`config.mk`:
```
export PLATFORM = sky130hd
export DESIGN_NAME = dmem_access_ctrl_flat
export DESIGN_NICKNAME = d
export VERILOG_FILES = /design/src/rtl/dmem_access_ctrl_if.sv /design/src/rtl/dmem_access_ctrl.sv /design/src/flat_wrapper.sv
export SDC_FILE = /design/constraint.sdc
export NUM_CORES = 1
export LEC_CHECK = 0
export BUFFER_PORTS_ARGS = -buffer_cell sky130_fd_sc_hd__buf_2
export CAP_MARGIN = 20
export CORE_MARGIN = 3
export CORE_UTILIZATION = 42
export DETAILED_ROUTE_END_ITERATION = 8
export PLACE_DENSITY = 0.8
export SYNTH_ARGS = -nofsm -noshare
export SYNTH_HDL_FRONTEND = slang
export SYNTH_SLANG_ARGS = --single-unit
export TNS_END_PERCENT = 50
```
`constraint.sdc`:
```
create_clock -name clk -period 4.1 [get_ports clk]
set_input_delay 0.82 -clock clk [delete_from_list [all_inputs] [get_ports clk]]
set_output_delay 0.82 -clock clk [all_outputs]
set_load 0.05 [all_outputs]
```
`src/rtl/dmem_access_ctrl_if.sv`:
```
// Data-memory port between the MEM-stage access sequencer and the memory.
// The controller drives the request side and the memory returns ack and read data.
interface dmem_access_ctrl_if;
  logic        o_mem_req;
  logic        o_mem_we;
  logic [31:0] o_mem_addr;
  logic [3:0]  o_mem_be;
  logic [31:0] o_mem_wdata;
  logic        i_mem_ack;
  logic [31:0] i_mem_rdata;

  modport master (
    output o_mem_req, o_mem_we, o_mem_addr, o_mem_be, o_mem_wdata,
    input  i_mem_ack, i_mem_rdata
  );

  modport slave (
    input  o_mem_req, o_mem_we, o_mem_addr, o_mem_be, o_mem_wdata,
    output i_mem_ack, i_mem_rdata
  );
endinterface

```
`src/rtl/dmem_access_ctrl.sv`:
```
// MEM-stage data-memory sequencer: runs one req/ack access per EX/MEM entry, stalls
// the pipeline while it is outstanding, and returns lane-extracted, extended load data.
module dmem_access_ctrl #(
  parameter int unsigned TIMEOUT_CYCLES = 16
) (
  input  logic                clk,
  input  logic                reset,
  input  logic                i_valid,
  input  logic                flush,
  input  logic                i_MemRead,
  input  logic                i_MemWrite,
  input  logic [2:0]          i_DMType,
  input  logic [31:0]         i_addr,
  input  logic [31:0]         i_Store_Data,
  dmem_access_ctrl_if.master  mem,
  output logic                o_stall,
  output logic [31:0]         o_load_data,
  output logic                o_done,
  output logic                o_misaligned,
  output logic                o_bus_err
);

  localparam logic [1:0] ST_IDLE   = 2'd0;
  localparam logic [1:0] ST_ACCESS = 2'd1;
  localparam logic [1:0] ST_DONE   = 2'd2;

  localparam logic [1:0] SZ_WORD = 2'd0;
  localparam logic [1:0] SZ_HALF = 2'd1;
  localparam logic [1:0] SZ_BYTE = 2'd2;

  localparam logic [7:0] TO_LAST = 8'(TIMEOUT_CYCLES - 32'd1);

  function automatic logic [1:0] size_of(input logic [2:0] dm);
    case (dm)
      3'b001, 3'b010: size_of = SZ_HALF;
      3'b011, 3'b100: size_of = SZ_BYTE;
      default:        size_of = SZ_WORD;
    endcase
  endfunction

  function automatic logic is_aligned(input logic [1:0] sz, input logic [1:0] off);
    case (sz)
      SZ_HALF: is_aligned = (off[0] == 1'b0);
      SZ_BYTE: is_aligned = 1'b1;
      default: is_aligned = (off == 2'b00);
    endcase
  endfunction

  function automatic logic [3:0] byte_en(input logic [1:0] sz, input logic [1:0] off);
    case (sz)
      SZ_HALF: byte_en = 4'b0011 << {off[1], 1'b0};
      SZ_BYTE: byte_en = 4'b0001 << off;
      default: byte_en = 4'b1111;
    endcase
  endfunction

  function automatic logic [31:0] lane_data(input logic [1:0] sz, input logic [31:0] d);
    case (sz)
      SZ_HALF: lane_data = {2{d[15:0]}};
      SZ_BYTE: lane_data = {4{d[7:0]}};
      default: lane_data = d;
    endcase
  endfunction

  // Shift the addressed lane down to bit 0, then extend according to the load type.
  function automatic logic [31:0] extract(input logic [2:0] dm, input logic [1:0] off,
                                          input logic [31:0] rdata);
    logic [31:0] sh;
    sh = rdata >> {off, 3'b000};
    case (dm)
      3'b001:  extract = {{16{sh[15]}}, sh[15:0]};
      3'b010:  extract = {16'h0000, sh[15:0]};
      3'b011:  extract = {{24{sh[7]}}, sh[7:0]};
      3'b100:  extract = {24'h000000, sh[7:0]};
      default: extract = rdata;
    endcase
  endfunction

  logic [1:0]  state_r;
  logic [7:0]  cnt_r;
  logic [2:0]  dm_r;
  logic [1:0]  off_r;
  logic        mem_req_r;
  logic        mem_we_r;
  logic [31:0] mem_addr_r;
  logic [3:0]  mem_be_r;
  logic [31:0] mem_wdata_r;
  logic [31:0] load_data_r;
  logic        done_r;
  logic        bus_err_r;

  logic [1:0]  sz_s;
  logic        cand_s;
  logic        start_s;
  logic        misaligned_s;
  logic        stall_s;

  // Start / reject decision in IDLE and the combinational pipeline stall.
  always_comb begin
    sz_s         = size_of(i_DMType);
    cand_s       = ~reset & (state_r == ST_IDLE) & i_valid & ~flush & (i_MemRead | i_MemWrite);
    start_s      = cand_s & is_aligned(sz_s, i_addr[1:0]);
    misaligned_s = cand_s & ~is_aligned(sz_s, i_addr[1:0]);
    case (state_r)
      ST_IDLE:   stall_s = start_s;
      ST_ACCESS: stall_s = 1'b1;
      default:   stall_s = 1'b0;
    endcase
  end

  // Access FSM, request registers, timeout counter and result capture.
  always_ff @(posedge clk or posedge reset) begin
    if (reset) begin
      state_r     <= ST_IDLE;
      cnt_r       <= 8'd0;
      dm_r        <= 3'd0;
      off_r       <= 2'd0;
      mem_req_r   <= 1'b0;
      mem_we_r    <= 1'b0;
      mem_addr_r  <= 32'd0;
      mem_be_r    <= 4'd0;
      mem_wdata_r <= 32'd0;
      load_data_r <= 32'd0;
      done_r      <= 1'b0;
      bus_err_r   <= 1'b0;
    end else begin
      case (state_r)
        ST_IDLE: begin
          done_r    <= 1'b0;
          bus_err_r <= 1'b0;
          if (start_s) begin
            state_r     <= ST_ACCESS;
            cnt_r       <= 8'd0;
            mem_req_r   <= 1'b1;
            mem_we_r    <= i_MemWrite;
            mem_addr_r  <= {i_addr[31:2], 2'b00};
            mem_be_r    <= byte_en(sz_s, i_addr[1:0]);
            mem_wdata_r <= lane_data(sz_s, i_Store_Data);
            dm_r        <= i_DMType;
            off_r       <= i_addr[1:0];
          end
        end
        ST_ACCESS: begin
          if (mem.i_mem_ack) begin
            state_r   <= ST_DONE;
            mem_req_r <= 1'b0;
            done_r    <= 1'b1;
            if (!mem_we_r) begin
              load_data_r <= extract(dm_r, off_r, mem.i_mem_rdata);
            end
          end else if (cnt_r >= TO_LAST) begin
            state_r     <= ST_DONE;
            mem_req_r   <= 1'b0;
            done_r      <= 1'b1;
            bus_err_r   <= 1'b1;
            load_data_r <= 32'd0;
          end else if (cnt_r != 8'hFF) begin
            cnt_r <= cnt_r + 8'd1;
          end
        end
        ST_DONE: begin
          state_r   <= ST_IDLE;
          done_r    <= 1'b0;
          bus_err_r <= 1'b0;
        end
        default: begin
          state_r   <= ST_IDLE;
          mem_req_r <= 1'b0;
          done_r    <= 1'b0;
          bus_err_r <= 1'b0;
        end
      endcase
    end
  end

  assign mem.o_mem_req   = mem_req_r;
  assign mem.o_mem_we    = mem_we_r;
  assign mem.o_mem_addr  = mem_addr_r;
  assign mem.o_mem_be    = mem_be_r;
  assign mem.o_mem_wdata = mem_wdata_r;
  assign o_stall         = stall_s;
  assign o_misaligned    = misaligned_s;
  assign o_load_data     = load_data_r;
  assign o_done          = done_r;
  assign o_bus_err       = bus_err_r;

endmodule

```
`src/flat_wrapper.sv`:
```
// flat-port wrapper written by rule: the top's interface ports become plain ports
module dmem_access_ctrl_flat 
#(
  parameter int unsigned TIMEOUT_CYCLES = 16
)
  (clk, reset, i_valid, flush, i_MemRead, i_MemWrite, i_DMType, i_addr, i_Store_Data, o_stall, o_load_data, o_done, o_misaligned, o_bus_err, mem_o_mem_req, mem_o_mem_we, mem_o_mem_addr, mem_o_mem_be, mem_o_mem_wdata, mem_i_mem_ack, mem_i_mem_rdata);
  dmem_access_ctrl_if mem_i ();
  input  logic clk;
  input  logic reset;
  input  logic i_valid;
  input  logic flush;
  input  logic i_MemRead;
  input  logic i_MemWrite;
  input  logic [2:0] i_DMType;
  input  logic [31:0] i_addr;
  input  logic [31:0] i_Store_Data;
  output logic o_stall;
  output logic [31:0] o_load_data;
  output logic o_done;
  output logic o_misaligned;
  output logic o_bus_err;
  output wire logic [$bits(mem_i.o_mem_req)-1:0] mem_o_mem_req;
  output wire logic [$bits(mem_i.o_mem_we)-1:0] mem_o_mem_we;
  output wire logic [$bits(mem_i.o_mem_addr)-1:0] mem_o_mem_addr;
  output wire logic [$bits(mem_i.o_mem_be)-1:0] mem_o_mem_be;
  output wire logic [$bits(mem_i.o_mem_wdata)-1:0] mem_o_mem_wdata;
  input wire logic [$bits(mem_i.i_mem_ack)-1:0] mem_i_mem_ack;
  input wire logic [$bits(mem_i.i_mem_rdata)-1:0] mem_i_mem_rdata;
  assign mem_o_mem_req = mem_i.o_mem_req;
  assign mem_o_mem_we = mem_i.o_mem_we;
  assign mem_o_mem_addr = mem_i.o_mem_addr;
  assign mem_o_mem_be = mem_i.o_mem_be;
  assign mem_o_mem_wdata = mem_i.o_mem_wdata;
  assign mem_i.i_mem_ack = mem_i_mem_ack;
  assign mem_i.i_mem_rdata = mem_i_mem_rdata;
  dmem_access_ctrl #(.TIMEOUT_CYCLES(TIMEOUT_CYCLES)) u_core (.clk(clk), .reset(reset), .i_valid(i_valid), .flush(flush), .i_MemRead(i_MemRead), .i_MemWrite(i_MemWrite), .i_DMType(i_DMType), .i_addr(i_addr), .i_Store_Data(i_Store_Data), .mem(mem_i), .o_stall(o_stall), .o_load_data(o_load_data), .o_done(o_done), .o_misaligned(o_misaligned), .o_bus_err(o_bus_err));
endmodule
```
======== Word level (Yosys, flattened, before mapping) ========
Cells that the tools add are included.
storage, ports and cells
  flip-flop bits (word level) ............. 117
  bits in latches ......................... 0
  bits in writable memories ............... 0
  bits in read-only memories .............. 0
  bits of input ports ..................... 106
  output and inout bits ................... 106
  memories ................................ 0
cells by class
  add/subtract/negate cells ............... 1
  $mul .................................... 0
  divide/modulo/power cells ............... 0
  magnitude comparators ................... 1
  equal/unequal tests ..................... 20
  shift operators ......................... 3
  mux-type cells .......................... 27
  bitwise gates (word level) .............. 12
  reductions and logical operators ........ 12
operators by type and width
  operator                                                                 number
  32-bit one-hot mux with 4 select lines                                   1
  32-bit two-way mux                                                       3
  32-bit one-hot mux with 2 select lines                                   1
  8-bit two-way mux                                                        4
  32-bit by 5-bit >> shifter with 16-bit output                            1
  8-bit one-hot mux with 2 select lines                                    1
  3-bit by 2-bit equality test with 1-bit output, second input constant    4
  8-bit by 1-bit adder with 8-bit output, second input constant            1
  8-bit by 4-bit >= comparator with 1-bit output, second input constant    1
  1-bit two-way mux                                                        8
  8-bit inequality test, second input constant                             1
  2-bit one-hot mux with 2 select lines                                    2
  4-bit one-hot mux with 2 select lines                                    1
  1-bit AND                                                                6
  3-bit by 1-bit equality test with 1-bit output, second input constant    2
  3-bit equality test, second input constant                               2
  2-bit two-way mux                                                        3
  2-bit by 1-bit inequality test with 1-bit output, second input constant  3
  2-bit inequality test, second input constant                             3
  2-bit AND reduction                                                      3
  3-bit AND reduction                                                      2
  1-bit inverter                                                           5
  5-bit AND reduction                                                      1
  2-bit by 1-bit equality test with 1-bit output, second input constant    2
  other kinds (10)                                                         15

======== Depth between registers and ports, before layout ========
  word-level depth ........................ 8
  mapped depth ............................ 10
  gate-level depth less buffers ........... 9

======== Worst setup path before layout ========
Ideal clock, no wire load.
  path type ............................... input -> output
  start point ............................. in i_DMType[0]
  end point ............................... out o_stall
  arrival time ............................ 3.017 ns
  required time ........................... 3.280 ns
  setup slack ............................. 0.263 ns
  cell stages on the path ................. 8
  cell sequence ........................... xor2_1 -> nand2b_1 -> ha_1 -> o21ai_0 -> o31a_1 -> nand2_1 -> clkbuf_1 -> a21oi_1
on the way
  word-level cells in the longest chain between the ends .. 7
  elaborated cells between the ends (all ways) .. 12
RTL lines
  item                                                                                          RTL line                 source
  start: declaration                                                                            flat_wrapper.sv:14       input logic [2:0] i_DMType;
  3-bit by 2-bit equality test with 1-bit output, or another cell as far along                  dmem_access_ctrl.sv:34   case (dm)
  2-bit OR reduction                                                                            dmem_access_ctrl.sv:34
  2-bit one-hot mux with 2 select lines (*)                                                     dmem_access_ctrl.sv:34
  2-bit equality test / 2-bit by 1-bit equality test with 1-bit output (equally long branches)  dmem_access_ctrl.sv:42   case (sz)
  1-bit one-hot mux with 2 select lines (*)                                                     dmem_access_ctrl.sv:42
  1-bit AND (*)                                                                                 dmem_access_ctrl.sv:102  start_s = cand_s & is_aligned(sz_s, i_addr[1:0]);
  1-bit one-hot mux with 2 select lines (*)                                                     dmem_access_ctrl.sv:104  case (state_r)
  end: declaration                                                                              flat_wrapper.sv:17       output logic o_stall;
Mark *: on every way between the ends. The rest lies on a longest branch, timed or not.

======== Worst setup path after layout ========
  start point ............................. in i_DMType[1]
  end point ............................... out o_stall
The elaborated chain is that of the path after synthesis.

==> reports/metrics.yaml <==
synth:
  synthTopCellsByCount: "dfrtp_1, o21ai_0, nand2_1"
  yosys.area.top_type: "dfrtp_1"
  synth_edf_count: 0
  ys_seq_area_share_pct: 51.2
  synth.top_cells.by_area: "dfrtp_1, o21ai_0, mux2_1"
  syn-cell-area_um2: 5720
  ys_warn_count: 0
  synth_most_common_cell: "dfrtp_1"
  synth_ff_type: "dfrtp_1"
  ys_async_sr_fraction_pct: 100
  synth-seq-cells: 117
  avgSynthCellArea_um2: 10.5
  netlist_instances: 542
  synth_cell_type_count: 64
  synth_top_area_share_pct: 51.2
power_and_ir_drop:
  ir_worst_vdd_mv: 0.409
  cellLeakagePower_nw: 3.64
  pwr-share-seq_pct: 30.4
  power_frac_clock_pct: 22.6
  power.density_nw_per_um2: 841
  internal-power_w: 0.00325
  power_switching_w: 0.00302
  p_total_w: 0.00627
  power_frac_comb_pct: 47.1
  swShare_pct: 48.2
critical_path:
  r2r-start: "u_core.state_r[0]"
  ff2ff_setup_slack_ns: 1.44
  ff2ff_path_depth: 4
  critPathMaxFanout: 31
  crit_path_frequent_cell: "buf_2"
  crit_chain: "buf_2, xor2_1, nand2b_1, ha_1, buf_4, o31a_1, nand2_1, a21oi_1, buf_2"
  timing.rr.end: "u_core.mem.o_mem_addr[30]"
  cp.required_ns: 3.28
  crit_path_end_kind: "primary output"
  cp.arrival_ns: 2.66
  slowest_delay_ns: 0.31
  crit_type: "input port to primary output"
  startpoint_type: "input port"
  slowest_stage: "buf_4"
floorplan:
  die_x_um: 123
  initial_core_util_pct: 43.0
  ios: 212
  core_area_um2: 13300
  die_h_um: 123
  rows: 42
  dieArea_um2: 15100
sta:
  finalCriticalPeriod_ns: 3.48
  fin_crit_sh_pct: 84.9
  setup_violations: 0
  slew_violations: 0
  fin_tns_setup_ns: 0
  rsz0062_at_grt: "false"
  timing.fmax_ghz: 0.287
  fin_skew_ns: 0.00754
  tightest_slew_ns: 0.903
  timing.hold.ws_ns: 0.474
  hold_violations: 0
  relSlewSlack_pct: 39.7
place:
  dp_hpwl_mm: 11.6
  gp_congestion: 0.880
  port-buffer-count: 209
outcome:
  status: "completed"
global_routing:
  track_usage_pct: 21.7
  antenna_found_initial: 0
  met3_usage_pct: 7.65
  grt-busiest-layer: "met2"
  grtUsageMet2_pct: 35.0
  grt_pass1_wl_mm: 25.3
  overflow: 0
  use_met1_pct: 26.2
  first_global_vias: 5002
  grt_max_degree: 73
run:
  drv_cap: 0
clock_network:
  cts_sinks: 117
  cts_buffers: 17
  htree_levels: 4
  clk_pin_slew_ns: 0.05
  cts.path.max_buffers: 2
  cts_hold_buf: 0
  clock-root-buffer: "clkbuf_16"
  clk-insertion-delay-late_ns: 0.41
  cts_tree: "built"
  postCtsSetupBuffers: 0
  post_cts_resized: 0
detailed_routing:
  via_count: 5158
  ant_nets: 0
  routedWlPerCell_um: 17.5
  drcViolationCount: 0
  drt_iter0_markers: 429
  vias_per_cell: 5.56
  drt_wl_total_mm: 16.2
  drtPass1Iterations: 7
finish:
  drive_above_1_share_pct: 39.2
  n_antenna_cell: 0
  area_growth_pct: 30.4
  nets: 849
min_path:
  whs_path_depth: 2
  whs_endpoint: "u_core.o_load_data[18]"
  hp-start: "u_core.o_load_data[18]"
  min_path_type: "register to register"
-- through the flow --
stage                     utilization [%]  cells  area [um^2]  setup WS, ns
after CTS                            56.1    928         7460         0.609
after global routing                 56.1    928         7460         0.456
final                                56.1    928         7460         0.618
after global placement               51.8    896         6880         0.633
after floorplan                         -    543         5720         0.179
after detailed placement             51.8    897         6890         0.619
-- worst max-delay path: cells and delay by family --
kind	cells	cell delay, ns
AOI/OAI and AO/OA	2	0.45
xor gates and xnor gates	1	0.15
adders and majority gates	1	0.29
buffers and inverters	3	0.72
and+or+nand+nor	2	0.22
-- worst max-delay path by stage --
stage,startpoint,to,slack [ns],cells after the start
6_report,i_DMType[1],o_stall,0.62,9
5_1_grt,i_DMType[0],o_stall,0.46,9
4_1_cts,i_DMType[0],o_stall,0.61,9
3_5_place_dp,i_DMType[1],o_stall,0.62,9
3_3_place_gp,i_DMType[1],o_stall,0.63,9
2_1_floorplan,reset,u_core.cnt_r[0],0.18,1
-- sequential cells by signal (all words and copies together) (netlist names) --
signal,count
u_core.mem.o_mem_req,1
u_core.mem.o_mem_be,4
u_core.o_bus_err,1
u_core.state_r,2
u_core.o_done,1
u_core.cnt_r,8
u_core.mem.o_mem_addr,30
u_core.mem.o_mem_we,1
u_core.o_load_data,32
u_core.dm_r,3
u_core.mem.o_mem_wdata,32
u_core.off_r,2
-- layout make-up --
| class | instances | area, um^2 |
|---|---|---|
| clock buffer | 21 | 470 |
| timing repair buffer | 218 | 1130 |
| multi-input combinational | 378 | 2580 |
| inverter | 8 | 32.5 |
| tap | 176 | 220 |
| fill | 1178 | 5840 |
| clock inverter | 10 | 100 |
| sequential | 117 | 2930 |
-- logic make-up (layout without fill, tap and decap cells) --
kind of cell             Yosys count  in the layout  synth area share, %
AO/OA/AOI/OAI                    171            171                 19.8
AND/OR/NAND/NOR                  146            146                 12.9
flip-flops                       117            117                 51.2
multiplexers                      55             55                 11.3
buffers and inverters             48            257                 3.89
adder cells (fa/ha/maj)            3              3                0.657
other                              1              2               0.0656
XOR/XNOR                           1              1                0.153
-- cells in the final DEF (no fill, tap or decap), types with 3 or more instances in the layout --
master / netlist / final
buf_2: 4 / 209
dfrtp_1: 117 / 117
o21ai_0: 57 / 57
nand2_1: 52 / 52
nor2_1: 42 / 42
a21oi_1: 21 / 21
mux2_1: 21 / 21
a22oi_1: 17 / 17
clkbuf_16: 0 / 17
mux2_2: 15 / 15
o21ai_1: 11 / 11
nor3_1: 10 / 10
mux2i_1: 10 / 10
a31oi_1: 9 / 9
or2_2: 9 / 9
a221o_1: 8 / 8
mux2_4: 8 / 8
o22ai_1: 8 / 8
buf_4: 2 / 8
a2bb2oi_1: 7 / 7
inv_1: 8 / 7
a32o_1: 7 / 7
o311ai_1: 6 / 6
nand2b_1: 5 / 5
nor2b_1: 4 / 4
and2_1: 4 / 4
clkinvlp_4: 0 / 4
o21a_1: 3 / 3
ha_1: 3 / 3
clkinv_4: 0 / 3
clkbuf_8: 0 / 3
-- power groups by stage --
| stage | registers (W) | logic, W | clock network, W |
|---|---|---|---|
| after floorplan | 0.00323 | 0.000896 | 0 |
| after global placement | 0.00190 | 0.00292 | 0 |
| after detailed placement | 0.00191 | 0.00296 | 0 |
| after CTS | 0.00190 | 0.00296 | 0.00144 |
| after global routing | 0.00196 | 0.00313 | 0.00150 |
| final | 0.00190 | 0.00295 | 0.00141 |
-- layer usage --
layer	part of all wire (%)	wire length, um
met1	40	6510
met2	48	7730
met3	9.7	1580
met4	2.5	410
met5	0	0
No activity file was read; power rests on OpenSTA's default activity.
